==> config.mk <==
export PLATFORM = sky130hd
export DESIGN_NAME = dest_scoreboard_flat
export DESIGN_NICKNAME = d
export VERILOG_FILES = /design/src/rtl/dest_scoreboard_if.sv /design/src/rtl/dest_scoreboard.sv /design/src/flat_wrapper.sv
export SDC_FILE = /design/constraint.sdc
export NUM_CORES = 1
export LEC_CHECK = 0
export ABC_CLOCK_PERIOD_IN_PS = 10850
export CAP_MARGIN = 5
export CORE_AREA = 3 3 110 122
export CTS_CLUSTER_SIZE = 14
export DETAILED_ROUTE_END_ITERATION = 10
export DIE_AREA = 0 0 113 125
export PLACE_DENSITY = 0.78
export SLEW_MARGIN = 20
export SYNTH_ARGS = -nofsm -noshare
export SYNTH_HDL_FRONTEND = slang
export SYNTH_SLANG_ARGS = --single-unit
==> constraint.sdc <==
create_clock -name clk -period 10.85 [get_ports clk]
set_clock_uncertainty 0.1 [all_clocks]
set_input_delay 2.7125 -clock clk [delete_from_list [all_inputs] [get_ports clk]]
set_output_delay 2.7125 -clock clk [all_outputs]
set_load 0.01 [all_outputs]
==> src/rtl/dest_scoreboard_if.sv <==
// Issue/write-back bus between decode, write-back and the destination scoreboard.
// The master drives the instruction and retire fields; the slave returns the hazard status.
interface dest_scoreboard_if;
    logic        issue_valid;
    logic        issue_wen;
    logic [4:0]  issue_dest;
    logic [4:0]  src_a;
    logic [4:0]  src_b;
    logic        wb_valid;
    logic [4:0]  wb_dest;
    logic        issue_stall;
    logic [31:0] busy;
    logic [6:0]  pending_total;
    logic        err_underflow;

    modport master (
        output issue_valid, issue_wen, issue_dest, src_a, src_b, wb_valid, wb_dest,
        input  issue_stall, busy, pending_total, err_underflow
    );

    modport slave (
        input  issue_valid, issue_wen, issue_dest, src_a, src_b, wb_valid, wb_dest,
        output issue_stall, busy, pending_total, err_underflow
    );
endinterface

==> src/rtl/dest_scoreboard.sv <==
// Destination-register scoreboard: one saturating in-flight counter per architectural
// register, RAW/full stall generation at issue, and retire tracking at write-back.
module dest_scoreboard #(
    parameter int CNT_W = 2
) (
    input  logic              clk,
    input  logic              rst_n,
    dest_scoreboard_if.slave  sb
);
    localparam logic [CNT_W-1:0] CNT_MAX = '1;

    logic [31:0] busy;
    logic [31:0] full;
    logic        hz_a;
    logic        hz_b;
    logic        full_d;
    logic        issue_stall;
    logic        accept;
    logic        retire;
    logic        retire_ok;
    logic [6:0]  pending_total_d;
    logic [6:0]  pending_total_q;
    logic        err_underflow_d;
    logic        err_underflow_q;

    // Register 0 is hard-wired and never tracked.
    assign busy[0] = 1'b0;
    assign full[0] = 1'b0;

    genvar gi;
    generate
        for (gi = 1; gi < 32; gi++) begin : g_reg
            logic [CNT_W-1:0] cnt_d;
            logic [CNT_W-1:0] cnt_q;
            logic             inc;
            logic             dec;

            // Simultaneous issue and retire to the same register cancel out.
            always_comb begin
                inc   = accept && (sb.issue_dest == 5'(gi));
                dec   = retire && (sb.wb_dest == 5'(gi)) && (cnt_q != '0);
                cnt_d = cnt_q;
                if (inc && !dec) begin
                    cnt_d = cnt_q + CNT_W'(1);
                end else if (dec && !inc) begin
                    cnt_d = cnt_q - CNT_W'(1);
                end
            end

            always_ff @(posedge clk or negedge rst_n) begin
                if (!rst_n) begin
                    cnt_q <= '0;
                end else begin
                    cnt_q <= cnt_d;
                end
            end

            assign busy[gi] = (cnt_q != '0);
            assign full[gi] = (cnt_q == CNT_MAX);
        end
    endgenerate

    always_comb begin
        hz_a        = (sb.src_a != 5'd0) && busy[sb.src_a];
        hz_b        = (sb.src_b != 5'd0) && busy[sb.src_b];
        full_d      = sb.issue_wen && (sb.issue_dest != 5'd0) && full[sb.issue_dest];
        issue_stall = sb.issue_valid && (hz_a || hz_b || full_d);
        accept      = sb.issue_valid && !issue_stall && sb.issue_wen && (sb.issue_dest != 5'd0);
        retire      = sb.wb_valid && (sb.wb_dest != 5'd0);
        retire_ok   = retire && busy[sb.wb_dest];

        pending_total_d = pending_total_q;
        if (accept && !retire_ok) begin
            pending_total_d = pending_total_q + 7'd1;
        end else if (retire_ok && !accept) begin
            pending_total_d = pending_total_q - 7'd1;
        end

        err_underflow_d = err_underflow_q || (retire && !busy[sb.wb_dest]);
    end

    always_ff @(posedge clk or negedge rst_n) begin
        if (!rst_n) begin
            pending_total_q <= 7'd0;
            err_underflow_q <= 1'b0;
        end else begin
            pending_total_q <= pending_total_d;
            err_underflow_q <= err_underflow_d;
        end
    end

    assign sb.issue_stall   = issue_stall;
    assign sb.busy          = busy;
    assign sb.pending_total = pending_total_q;
    assign sb.err_underflow = err_underflow_q;
endmodule
==> src/flat_wrapper.sv <==
// flat-port wrapper written by rule: the top's interface ports become plain ports
module dest_scoreboard_flat 
#(
    parameter int CNT_W = 2
)
  (clk, rst_n, sb_issue_valid, sb_issue_wen, sb_issue_dest, sb_src_a, sb_src_b, sb_wb_valid, sb_wb_dest, sb_issue_stall, sb_busy, sb_pending_total, sb_err_underflow);
  dest_scoreboard_if sb_i ();
  input  logic clk;
  input  logic rst_n;
  input wire logic [$bits(sb_i.issue_valid)-1:0] sb_issue_valid;
  input wire logic [$bits(sb_i.issue_wen)-1:0] sb_issue_wen;
  input wire logic [$bits(sb_i.issue_dest)-1:0] sb_issue_dest;
  input wire logic [$bits(sb_i.src_a)-1:0] sb_src_a;
  input wire logic [$bits(sb_i.src_b)-1:0] sb_src_b;
  input wire logic [$bits(sb_i.wb_valid)-1:0] sb_wb_valid;
  input wire logic [$bits(sb_i.wb_dest)-1:0] sb_wb_dest;
  output wire logic [$bits(sb_i.issue_stall)-1:0] sb_issue_stall;
  output wire logic [$bits(sb_i.busy)-1:0] sb_busy;
  output wire logic [$bits(sb_i.pending_total)-1:0] sb_pending_total;
  output wire logic [$bits(sb_i.err_underflow)-1:0] sb_err_underflow;
  assign sb_i.issue_valid = sb_issue_valid;
  assign sb_i.issue_wen = sb_issue_wen;
  assign sb_i.issue_dest = sb_issue_dest;
  assign sb_i.src_a = sb_src_a;
  assign sb_i.src_b = sb_src_b;
  assign sb_i.wb_valid = sb_wb_valid;
  assign sb_i.wb_dest = sb_wb_dest;
  assign sb_issue_stall = sb_i.issue_stall;
  assign sb_busy = sb_i.busy;
  assign sb_pending_total = sb_i.pending_total;
  assign sb_err_underflow = sb_i.err_underflow;
  dest_scoreboard #(.CNT_W(CNT_W)) u_core (.clk(clk), .rst_n(rst_n), .sb(sb_i));
endmodule
### Word-level counts from Yosys, hierarchy flattened

Cells that the tools add are included.

| storage, ports and cells | value |
|---|---|
| register bits | 70 |
| bits in latches | 0 |
| bits in writable memories | 0 |
| memory bits (read-only) | 0 |
| input port bits | 25 |
| output and inout bits | 41 |
| memories kept | 0 |

| operators by class | value |
|---|---|
| add/subtract/negate cells | 64 |
| $mul | 0 |
| div/mod/pow operators | 0 |
| $lt $le $gt $ge | 4 |
| equal/unequal tests | 93 |
| shifts and indexed selects | 0 |
| muxes and demuxes | 72 |
| bitwise gates (word level) | 0 |
| reduce and logical (&&, ||, !) cells | 304 |

Operator list:

| cell | number |
|---|---|
| 1-bit logical AND | 168 |
| 5-bit == test, second input constant | 32 |
| 2-bit nonzero test | 63 |
| 2-bit two-way mux | 62 |
| 5-bit by 4-bit == test with 1-bit output, second input constant | 16 |
| 1-bit logical NOT | 66 |
| 2-bit by 1-bit adder with 2-bit output, second input constant | 31 |
| 2-bit == test, second input constant | 31 |
| 2-bit by 1-bit subtractor with 2-bit output, second input constant | 31 |
| 5-bit by 3-bit == test with 1-bit output, second input constant | 8 |
| 5-bit by 6-bit less-than comparator with 1-bit output, second input constant | 4 |
| 1-bit binary-select mux with 5-bit select | 4 |
| 5-bit by 2-bit == test with 1-bit output, second input constant | 4 |
| 5-bit nonzero test | 4 |
| 7-bit two-way mux | 2 |
| 5-bit by 1-bit == test with 1-bit output, second input constant | 2 |
| 7-bit by 1-bit adder with 7-bit output, second input constant | 1 |
| 7-bit by 1-bit subtractor with 7-bit output, second input constant | 1 |
| 1-bit two-way mux | 4 |
| 1-bit logical OR | 3 |

### Logic depth before layout (Yosys ltp)

Gate-level depths: netlist (run 1).

| logic depth | value |
|---|---|
| word-level depth | 16 |
| mapped depth | 21 |

### Least setup slack after synthesis (run 1)

Ideal clock, no wire load.

| path | value |
|---|---|
| path type | input port to output port |
| start | input sb_issue_dest[0] |
| end | output sb_issue_stall |
| data arrival time | 4.548 ns |
| required time | 8.037 ns |
| path slack | 3.490 ns |
| stages on the path | 8 |
| path buffers | 3 |
| cells stage by stage | clkbuf_1 > clkbuf_1 > o21ai_0 > mux4_2 > o22ai_1 > o2111ai_2 > buf_6 > and2_1 |

| on the way | value |
|---|---|
| cells in the longest elaborated chain, start to end | 5 |
| elaborated cells on any way between the ends | 7 |
| classes of those cells | mux (2); reduce/logical (5) |

RTL lines:

| what | RTL line | RTL |
|---|---|---|
| start, declared | flat_wrapper.sv:12 | `input wire logic [$bits(sb_i.issue_dest)-1:0] sb_issue_dest;` |
| 1-bit binary-select mux with 5-bit select / 5-bit nonzero test (equally long branches) | dest_scoreboard.sv:66 | `full_d = sb.issue_wen && (sb.issue_dest != 5'd0) && full[sb.issue_dest];` |
| 1-bit two-way mux (not written as such) / 1-bit logical AND (equally long branches) | dest_scoreboard.sv:66 |  |
| 1-bit logical AND (*) | dest_scoreboard.sv:66 |  |
| 1-bit logical OR (*) | dest_scoreboard.sv:67 | `issue_stall = sb.issue_valid && (hz_a \|\| hz_b \|\| full_d);` |
| 1-bit logical AND (*) | dest_scoreboard.sv:67 |  |
| end, declared | flat_wrapper.sv:17 | `output wire logic [$bits(sb_i.issue_stall)-1:0] sb_issue_stall;` |

Mark *: on every way between the ends. The rest lies on a longest branch, timed or not. The select of a mux whose other input is x is not followed.

### Worst setup path after layout (run 1)

| path | value |
|---|---|
| start | input sb_src_b[0] |
| end | output sb_issue_stall |

| on the way | value |
|---|---|
| cells in the longest elaborated chain, start to end | 6 |
| elaborated cells on any way between the ends | 7 |
| classes of those cells | mux (2); reduce/logical (5) |

RTL lines:

| what | RTL line | RTL |
|---|---|---|
| start, declared | flat_wrapper.sv:14 | `input wire logic [$bits(sb_i.src_b)-1:0] sb_src_b;` |
| 1-bit binary-select mux with 5-bit select | dest_scoreboard.sv:65 | `hz_b = (sb.src_b != 5'd0) && busy[sb.src_b];` |
| 1-bit two-way mux (not written as such) | dest_scoreboard.sv:65 |  |
| 1-bit logical AND (*) | dest_scoreboard.sv:65 |  |
| 1-bit logical OR (*) (2 in series) | dest_scoreboard.sv:67 |  |
| 1-bit logical AND (*) | dest_scoreboard.sv:67 |  |

Marks and branches as above.

==> impl_metrics.yaml, run 1 <==
placement:
  io_buffers: 64
  dpl.hpwl_um: 12120
  place_area_mm2: 0.006153
  gp_congestion: 0.9593
  dp_cells: 799
  pre_cts_slack_ps: 2233
timing:
  fin_setup_tns_ps: 0
  worst_pin_slew_ps: 918.0
  holdWs_ps: 372.6
  grt_setup_unrepaired: "no"
  slew_viol_final: 0
  period_minus_slack_ps: 8654
  max_freq_mhz: 115.6
  relSlewSlack: 0.3861
  fin_ws_ps: 2196
  timing_hold_violations_final: 0
  setup_violations: 0
  finalCritPeriodShare: 0.7976
worst_hold_path:
  hp-class: "reg2reg"
  hp-start: "u_core.sb.err_underflow"
  min_to: "u_core.sb.err_underflow"
  holdPathStages: 1
synth:
  ys_ff_latch: 70
  synth_fp_nets: 675
  synth_edf_count: 0
  ys_async_sr_fraction: 1.000
  yosysSeqAreaShare: 0.3200
  yosysWarnings: 0
  postSynthAreaPerCell_um2: 8.944
  synth.distinct_cells: 57
  syn-cell-area_mm2: 0.005474
  yosys_most_used_dff: "dfrtp_1"
  syn-instance-count: 612
floorplanning:
  start_util: 0.4490
  fp.dieW_um: 113
  core_mm2: 0.01219
  die_height_um: 125
  ioPinCount: 66
  die_area_mm2: 0.01413
  rows: 42
routing:
  avgViaCountPerCell: 6.009
  finalWirelength_um: 16420
  num_vias: 4897
  drt_pass1_iterations: 5
  routedWlPerCell_um: 20.14
  drcViolationCount: 0
  detail-route-antenna-nets: 0
  drtIter0Drc: 532
layout:
  antennaDiodeCount: 0
  area_delta_synth_final_pct: 18.86
  final_cells: 815
  drive_above_1_share: 0.06959
  fin_nets: 719
  final_cell_area_mm2: 0.006506
  final_core_util: 0.5337
pwr:
  power_frac_seq: 0.307
  finalPower_mw: 1.579
  p_comb_frac: 0.469
  vdd.ir_drop.worst_uv: 114.2
  clkPwrFrac: 0.224
  powerDensity_mw_per_mm2: 242.7
  power.switching_mw: 0.6157
  sw_frac_of_total: 0.3900
  p_int_mw: 0.9632
  p_leak_nw: 2.922
global_route:
  antenna_found_initial: 0
  grt-ovfl-total: 0
  grt_use_met2: 0.3842
  grt_use_met3: 0.04978
  gr-usage-all-layers: 0.2399
  grt_max_degree: 71
  grt_first_pass_wirelength_um: 26870
  grt-busiest-layer: "met2"
  grt_pass1_vias: 5150
  use_met1: 0.3077
worst_setup_path:
  setup.worst_path.start_class: "input pin"
  path_cells: "clkdlybuf4s50_1 > inv_1 > mux4_1 > mux2i_1 > nor3b_1 > nor4_1 > o2111ai_2 > and2_1 > clkdlybuf4s50_1"
  arrival_ps: 5840
  worstPathMaxFanout: 14
  ff2ff_setup_slack_ps: 6190
  cp.required_ps: 8040
  timing.rr.end: "u_core.sb.pending_total[6]"
  r2r_start: "u_core.g_reg[8].cnt_q[0]"
  critPathCaptureType: "output port"
  crit_type: "in2out"
  critPathSlowestCell: "clkdlybuf4s50_1"
  crit_top_cell: "clkdlybuf4s50_1"
  cpLargestDelayFamily: "buffers and inverters"
  critPathBufInv: 3
  slowest_delay_ps: 660
  reg2reg_depth: 19
cts:
  cts.sinks: 70
  path_clk_slew_ps: 60
  cts_resized: 0
  ctsHoldBuffers: 0
  clock-root-buffer: "clkbuf_16"
  clock_path_buffers: 2
  clk_latency_ps: 340
  cts_tree: "built"
  cts_made_buffers: 9
  post_cts_buffers: 0
  htree_levels: 3
run:
  drv_cap: 0
status:
  outcome: "complete, no violations"
==> sequential cells by signal, summed over array words and instances, names as in the netlist <==
register and count:
u_core.g.cnt_q 62, u_core.sb.err_underflow 1, u_core.sb.pending_total 7
==> power groups by stage <==
| stage | Clock, mW | Sequential [mW] | Combinational (mW) |
|---|---|---|---|
| 2_1_floorplan | 0 | 0.463 | 0.448 |
| 3_5_place_dp | 0 | 0.486 | 0.732 |
| 5_1_grt | 0.368 | 0.503 | 0.801 |
| 4_1_cts | 0.358 | 0.484 | 0.738 |
| 6_report | 0.354 | 0.485 | 0.740 |
| 3_3_place_gp | 0 | 0.479 | 0.711 |
==> worst max path at each step <==
stage	startpoint	end	slack (ps)	cells after the start
6_report	sb_src_b[0]	sb_issue_stall	2200	9
5_1_grt	sb_src_b[0]	sb_issue_stall	2000	9
4_1_cts	sb_issue_dest[0]	sb_issue_stall	2150	7
3_5_place_dp	sb_issue_dest[0]	sb_issue_stall	2230	7
3_3_place_gp	sb_issue_dest[0]	sb_issue_stall	2320	7
2_1_floorplan	sb_issue_dest[0]	sb_issue_stall	3490	8
==> routing by layer <==
metal  up-vias  wire [µm]
met5         -          0
met2       256       7729
met3        60       1281
met1      2346       6745
li1       2235          -
met4         0        657
==> synthesized netlist by cell type (5+ instances only) <==
master / instances / area, µm²
a21oi_1: 17 / 85.08
a31oi_1: 5 / 31.28
buf_2: 8 / 40.04
clkbuf_1: 17 / 63.81
dfrtp_1: 70 / 1752
ha_1: 37 / 462.9
inv_1: 21 / 78.83
mux4_2: 12 / 270.3
nand2_1: 36 / 135.1
nand2b_1: 5 / 31.28
nand3_1: 49 / 245.2
nand4_1: 6 / 37.54
nor2_1: 68 / 255.2
nor2b_1: 8 / 50.05
nor3_1: 41 / 205.2
nor4_1: 6 / 37.54
o21ai_0: 21 / 105.1
or2_0: 5 / 31.28
or2_2: 9 / 56.30
xnor2_1: 36 / 315.3
xor2_1: 64 / 560.5
==> cell usage in the layout (no fill, tap or decap), drive strengths merged, types with 36 or more instances in the layout <==
cell type,count
xor2,64
nand3,49
nand2,36
dfrtp,70
nor2,68
nor3,41
ha,37
xnor2,36
clkdlybuf4s50,62
==> cells by family after synthesis <==
kind of cell	synth area share
adder cells (fa/ha/maj)	0.08823
buffers and inverters	0.04846
multiplexers	0.07314
AO/OA/AOI/OAI	0.09074
other	0.0006851
AND/OR/NAND/NOR	0.2187
flip-flops	0.3200
XOR/XNOR	0.1600
==> area by class of cell <==
type                    count  area (µm²)
repair buffers             69       668.1
clock inverters             5       105.1
flip-flops and latches     70        1752
inverters                  21       78.83
clock buffers              11       252.7
multi-input cells         485        3457
fillers                  1094        5685
well taps                 154       192.7
Power figures use the tool's default switching activity.
==> run 2: changes to the inputs <==
ABC_CLOCK_PERIOD_IN_PS = 8400   (was 10850)
clock period = 8.4 ns   (was 10.85 ns; I/O delays follow)
==> impl_metrics.yaml, run 2 (synthesis results as in run 1) <==
pwr:
  sw_frac_of_total: 0.3995
  vdd.ir_drop.worst_uv: 148.9
  p_leak_nw: 2.918
  finalPower_mw: 2.006
  p_comb_frac: 0.475
  powerDensity_mw_per_mm2: 308.9
  power.switching_mw: 0.8014
  p_int_mw: 1.204
  power_frac_seq: 0.316
  clkPwrFrac: 0.209
cts:
  cts.sinks: 70
  cts_tree: "built"
  clock-root-buffer: "clkbuf_16"
  clock_path_buffers: 2
  path_clk_slew_ps: 60
  clk_latency_ps: 340
  cts_resized: 0
  ctsHoldBuffers: 0
  cts_made_buffers: 9
  post_cts_buffers: 0
  htree_levels: 3
run:
  drv_cap: 0
routing:
  routedWlPerCell_um: 19.95
  drtIter0Drc: 430
  detail-route-antenna-nets: 0
  drt_pass1_iterations: 5
  avgViaCountPerCell: 5.925
  num_vias: 4841
  finalWirelength_um: 16300
  drcViolationCount: 0
timing:
  max_freq_mhz: 139.5
  grt_setup_unrepaired: "no"
  period_minus_slack_ps: 7167
  finalCritPeriodShare: 0.8533
  timing_hold_violations_final: 0
  worst_pin_slew_ps: 928.6
  relSlewSlack: 0.3809
  setup_violations: 0
  slew_viol_final: 0
  fin_setup_tns_ps: 0
global_route:
  grt-ovfl-total: 0
  antenna_found_initial: 0
  grt_first_pass_wirelength_um: 26290
  grt_pass1_vias: 4985
  gr-usage-all-layers: 0.2349
  grt_max_degree: 71
layout:
  antennaDiodeCount: 0
  mostFrequentLayoutCells: "dfrtp_1 (70), nor2_1 (68), xor2_1 (64), clkdlybuf4s50_1 (63), nand3_1 (49)"
  area_delta_synth_final_pct: 18.61
  multi_input_comb_area_mm2: 0.003457
  nFillCells: 1120
  fin_nets: 721
  final_cells: 817
  final_cell_area_mm2: 0.006492
  drive_above_1_share: 0.07089
  mostFrequentLayoutCell: "dfrtp_1"
  seqCellArea_mm2: 0.001752
  regMostFlops: "u_core.g.cnt_q"
  largest_register_ffs: 62
worst_setup_path:
  worstPathMaxFanout: 9
  critPathCaptureType: "output port"
  reg2reg_depth: 18
  r2r_start: "u_core.g_reg[15].cnt_q[0]"
  cp.required_ps: 6200
  arrival_ps: 4970
  setup.worst_path.start_class: "input pin"
  timing.rr.end: "u_core.sb.pending_total[6]"
  ff2ff_setup_slack_ps: 3730
  crit_type: "in2out"
worst_hold_path:
  min_to: "u_core.sb.pending_total[6]"
  hp-class: "reg2reg"
  hp-start: "u_core.sb.pending_total[6]"
  holdPathStages: 1
floorplanning:
  core_mm2: 0.01219
  fp.dieW_um: 113
  ioPinCount: 66
  die_area_mm2: 0.01413
  start_util: 0.4490
  die_height_um: 125
  rows: 42
placement:
  place_area_mm2: 0.006168
  io_buffers: 64
  dp_cells: 801
  dpl.hpwl_um: 12110
  gp_congestion: 1.038
status:
  outcome: "complete, no violations"
==> run 2: cell count changes in the layout (fill, tap and decap cells not counted), sizes merged <==
cell           change
clkinv             +2
bufinv             -1
clkdlybuf4s50      +1
clkbuf             -1
buf                +1
==> run 2: metal layers <==
layer / track usage / wire length (µm)
met5: 0 / 0
met4: 0.1132 / 723
met3: 0.05075 / 1528
met2: 0.3692 / 7471
met1: 0.3072 / 6576
==> run 2: per-stage QoR <==
step | hold slack (ps) | util | setup WS (ps)
6_report | 379.1 | 0.5325 | 1233
5_1_grt | 398.6 | 0.5325 | 1046
4_1_cts | 384.1 | 0.5325 | 1232
3_5_place_dp | 374.8 | 0.5060 | 1245
3_3_place_gp | 361.1 | 0.5060 | 1259
2_1_floorplan | 350.5 | - | 2265
==> run 2: power groups by stage <==
stage | combinational (mW) | clock [mW] | sequential, mW
final | 0.953 | 0.420 | 0.633
after global routing | 1.03 | 0.440 | 0.653
after CTS | 0.947 | 0.424 | 0.631
after detailed placement | 0.937 | 0 | 0.635
after global placement | 0.917 | 0 | 0.627
after floorplan | 0.579 | 0 | 0.598
==> run 2: worst max-delay path by stage <==
stage          cells past startpoint             end             start  slack [ps]
2_1_floorplan                      8  sb_issue_stall  sb_issue_dest[0]        2260
3_3_place_gp                      10  sb_issue_stall       sb_src_b[0]        1260
3_5_place_dp                      10  sb_issue_stall       sb_src_b[0]        1250
4_1_cts                           10  sb_issue_stall       sb_src_b[0]        1230
5_1_grt                            7  sb_issue_stall  sb_issue_dest[0]        1050
6_report                           7  sb_issue_stall       sb_src_a[0]        1230
==> run 2: critical path, stage by stage <==
cell and delay [ps]:
clkdlybuf4s50_1 750, mux4_2 560, a2111oi_0 590, nor4_1 140, o2111ai_2 140, and2_1 160
clkdlybuf4s50_1 530
==> run 2: final cells by class <==
type	instances	area share
multi-input combinational	485	0.5325
inverter	21	0.01214
clock inverter	6	0.01310
tap	154	0.02968
sequential	70	0.2698
clock buffer	10	0.03681
timing repair buffer	71	0.1060
==> run 3: changes to the inputs <==
CELL_PAD_IN_SITES_DETAIL_PLACEMENT = 0   (was unset)
CELL_PAD_IN_SITES_GLOBAL_PLACEMENT = 1   (was unset)
CORE_AREA = 3 3 111 123   (was 3 3 110 122)
DIE_AREA = 0 0 114 126   (was 0 0 113 125)
PLACE_DENSITY = 0.93   (was 0.78)
==> impl_metrics.yaml, run 3 (synthesis results as in run 1) <==
worst_setup_path:
  cpLargestDelayFamily: "buffers and inverters"
  path_cells: "clkdlybuf4s50_1 > buf_4 > nand3_1 > a32o_1 > a211oi_1 > a32oi_1 > o2111ai_2 > and2_1 > clkdlybuf4s50_1"
  critPathBufInv: 3
  cp.depth: 9
  reg2reg_depth: 18
  cp.required_ps: 6200
  setup.worst_path.start_class: "input pin"
  slowest_delay_ps: 910
  critPathCaptureType: "output port"
  worstPathMaxFanout: 18
  arrival_ps: 5030
  crit_top_cell: "clkdlybuf4s50_1"
  crit_type: "in2out"
  critPathSlowestCell: "clkdlybuf4s50_1"
status:
  outcome: "complete, no violations"
cts:
  cts.sinks: 70
  clock-root-buffer: "clkbuf_16"
  cts_tree: "built"
  path_clk_slew_ps: 50
  post_cts_buffers: 0
  ctsHoldBuffers: 0
  clock_path_buffers: 2
  htree_levels: 3
  clk_latency_ps: 350
  cts_resized: 0
  cts_made_buffers: 9
placement:
  gp_congestion: 0.9474
  io_buffers: 64
  dpl.hpwl_um: 12310
  dp_cells: 805
layout:
  largest_register_ffs: 62
  regMostFlops: "u_core.g.cnt_q"
  area_delta_synth_final_pct: 17.81
  mostFrequentLayoutCell: "dfrtp_1"
  drive_above_1_share: 0.06637
  final_cells: 820
  fin_nets: 722
  antennaDiodeCount: 0
  mostFrequentLayoutCells: "dfrtp_1 (70), nor2_1 (68), xor2_1 (64), clkdlybuf4s50_1 (63), nand3_1 (49)"
floorplanning:
  rows: 43
  start_util: 0.4348
  fp.dieW_um: 114
  ioPinCount: 66
  core_mm2: 0.01259
  die_area_mm2: 0.01436
  die_height_um: 126
routing:
  drcViolationCount: 0
  routedWlPerCell_um: 19.88
  avgViaCountPerCell: 5.835
  num_vias: 4785
  detail-route-antenna-nets: 0
  drt_pass1_iterations: 5
  finalWirelength_um: 16310
  drtIter0Drc: 483
timing:
  finalCritPeriodShare: 0.8609
  worst_pin_slew_ps: 923.4
  setup_violations: 0
  relSlewSlack: 0.3844
  holdWs_ps: 363.7
  max_freq_mhz: 138.3
  grt_setup_unrepaired: "no"
  period_minus_slack_ps: 7232
  timing_hold_violations_final: 0
  slew_viol_final: 0
  fin_setup_tns_ps: 0
pwr:
  p_leak_nw: 2.901
  finalPower_mw: 1.928
  powerDensity_mw_per_mm2: 298.9
  vdd.ir_drop.worst_uv: 175.8
global_route:
  grt_first_pass_wirelength_um: 26290
  grt_pass1_vias: 4776
  grt_max_degree: 71
  gr-usage-all-layers: 0.2384
  antenna_found_initial: 0
  grt-ovfl-total: 0
worst_hold_path:
  holdPathStages: 1
  hp-class: "reg2reg"
run:
  drv_cap: 0
-- run 3: final timing paths --
check | end | startpoint | slack, ps
hold / removal | u_core.sb.pending_total[6] | u_core.sb.pending_total[6] | 360
max in group asynchronous | u_core.g_reg[28].cnt_q[0] | rst_n | 5730
setup / recovery | sb_issue_stall | sb_issue_dest[0] | 1170
hold reg to reg | u_core.sb.pending_total[6] | u_core.sb.pending_total[6] | 360
setup reg to reg | u_core.sb.pending_total[6] | u_core.g_reg[13].cnt_q[0] | 3820
min in group asynchronous | u_core.g_reg[14].cnt_q[0] | rst_n | 1870
-- run 3: worst reg2reg max path, delay by kind of cell (launching register included) --
family / cells / cell delay (ps)
AND/OR/NAND/NOR: 5 / 1010
AO/OA/AOI/OAI: 5 / 900
multiplexers: 2 / 700
adder cells (fa/ha/maj): 2 / 630
buffers and inverters: 2 / 420
flip-flops: 1 / 410
XOR/XNOR: 2 / 280
-- run 3: layer usage --
layer	part of all wire	wire length, µm	track usage	vias to the layer above
met5	0	0	0	-
met4	0.025	406	0.09224	0
li1	-	-	-	2232
met1	0.42	6905	0.3137	2332
met3	0.070	1149	0.04901	39
met2	0.48	7844	0.3849	182
-- run 3: final cells by class --
cell class | instances | area (µm²)
Sequential cell | 70 | 1752
Tap cell | 157 | 196.4
Clock inverter | 1 | 5.005
Fill cell | 1165 | 6141
Inverter | 21 | 78.83
Timing Repair Buffer | 72 | 695.7
Clock buffer | 14 | 264.0
Multi-Input combinational cell | 485 | 3457
-- run 3: through the flow --
step,util,cell area (µm²),setup slack (ps)
4_1_cts,0.5122,6449,1198
3_3_place_gp,0.4909,6180,1263
2_1_floorplan,-,5474,2265
6_report,0.5122,6449,1168
5_1_grt,0.5122,6449,987.3
3_5_place_dp,0.4909,6180,1199
-- run 3: report_power, final --
| group | total [mW] | leakage, nW | switching (mW) | internal, mW |
|---|---|---|---|---|
| logic | 0.949 | 1.87 | 0.475 | 0.474 |
| clock network | 0.353 | 0.133 | 0.140 | 0.214 |
| registers | 0.626 | 0.903 | 0.160 | 0.465 |
==> edit, RTL diff (config.mk and constraints of run 3) <==
`CNT_W` is set to 2 in 2 places; all go to 3.
--- a/src/rtl/dest_scoreboard.sv
+++ b/src/rtl/dest_scoreboard.sv
@@ -1,7 +1,7 @@
 // Destination-register scoreboard: one saturating in-flight counter per architectural
 // register, RAW/full stall generation at issue, and retire tracking at write-back.
 module dest_scoreboard #(
-    parameter int CNT_W = 2
+    parameter int CNT_W = 3
 ) (
     input  logic              clk,
     input  logic              rst_n,
--- a/src/flat_wrapper.sv
+++ b/src/flat_wrapper.sv
@@ -1,7 +1,7 @@
 // flat-port wrapper written by rule: the top's interface ports become plain ports
 module dest_scoreboard_flat 
 #(
-    parameter int CNT_W = 2
+    parameter int CNT_W = 3
 )
   (clk, rst_n, sb_issue_valid, sb_issue_wen, sb_issue_dest, sb_src_a, sb_src_b, sb_wb_valid, sb_wb_dest, sb_issue_stall, sb_busy, sb_pending_total, sb_err_underflow);
   dest_scoreboard_if sb_i ();
Function: changed (a bounded check fails within 4 cycles, from zero or initial values and one cycle with rst_n low).
==> edit against run 3 <==
Sequential share of layout area grew 0.86 points. Sequential cell count grew 31. Combinational power grew 70%. Fmax shrank 3.2%. Wire length grew 35%. Clock power grew 31%. Critical path depth shrank 1. Area after synthesis grew 44%. Worst setup slack lost 0.24 ns. Power grew 59%. Design area grew 40%. Critical path type unchanged. Critical endpoint unchanged. Largest power group unchanged. Highest routed layer unchanged.
==> edit: results <==
[logic_synthesis]
synth_seq_area_share = 0.320
synthCells = 788
syn-num-nets = 882
synth_common_cells = "101 x dfrtp_1, 80 x nand3_1, 63 x xor2_1"
synth.mux.area_fraction = 0.0858
ys_types = 65
synth_fa_ha_area_frac = 0.140
synth_xor_area_frac = 0.110
yosysWarnings = 0
yosys-top-cells-area = "dfrtp_1 32%, fa_1 8.1%, xor2_1 7.0%, ha_1 5.9%, mux2_2 5.1%"
synth_compound_area_frac = 0.0685

[power_and_ir_drop]
seqPwrFrac = 0.321
p_per_area_nw_per_um2 = 339
p_sw_frac = 0.428
p_leak_nw = 3.78
vdd_drop_max_mv = 0.224
p_clk_frac = 0.151

[worst_setup_path]
critPathSlowestCell = "or4_2"
r2r_setup_slack_ns = 3.10
reg2reg_from = "u_core.g_reg[28].cnt_q[2]"
worstReg2RegEnd = "u_core.sb.pending_total[6]"
r2r_cells = 16
cpPeakStageDelay_ns = 0.73
crit_arrival_ns = 5.27
crit_path_end = "sb_issue_stall"
worstSetupStartpoint = "sb_src_a[0]"

[timing]
whs_ns = 0.376
period_needed_ns = 7.47
worst_slew_pin_slew_ns = 0.892

[global_routing]
grt_pass1_wl_mm = 35.8
met3_usage = 0.0524
grt_use_met1 = 0.424
use_met2 = 0.516
grt_max_degree = 81
grt.total_usage = 0.320
grt_pass1_vias = 6646

[min_path]
hold_start = "u_core.sb.pending_total[6]"

[final_layout]
largest_register_ffs = 93
fin_cells = 998
fin_nets = 930
drive_gt1_frac = 0.141

[routing]
wl_met2_mm = 10.7
drtIter0Drc = 572
highest_layer = "met4"
wl_met3_mm = 1.63
drt-total-wl_mm = 22.1
vias = 6469

[placement]
numPortBuffers = 64
place_hpwl_mm = 16.7
place_area_um2 = 8680
post-place-ws_ns = 0.971
post-place-cells = 982

[status]
run_status = "finished, final reports clean"

[clocking]
cts.path.max_buffers = 2
numCtsBuffers = 9
cts.clk_slew.worst_paths_ns = 0.07
cts_resized = 0
[edit: cell count changes after synthesis, sizes merged, moves of 10 or more]
cell / before / now
or3: 1 / 14
nor2: 68 / 51
fa: 1 / 32
mux2: 1 / 37
o21ai: 21 / 7
dfrtp: 70 / 101
nor4: 6 / 39
buf: 18 / 8
nand3: 49 / 80
inv: 21 / 58
nor3: 41 / 30
or2: 17 / 0
clkbuf: 18 / 37
nand2: 36 / 18
[edit: logic make-up after synthesis]
kind of cell | count (synthesis)
and+or+nand+nor | 288
adders and majority gates | 69
other | 1
muxes | 53
DFF | 101
xor gates and xnor gates | 99
buffers and inverters | 103
AOI/OAI and AO/OA | 74
[edit: final cells by class]
class                      instances  area, um^2
tap                              157         196
multi-input combinational        584        4970
timing repair buffer              82         777
inverter                          58         218
sequential                       101        2530
fill                             973        3570
clock buffer                      10         239
clock inverter                     6        92.6
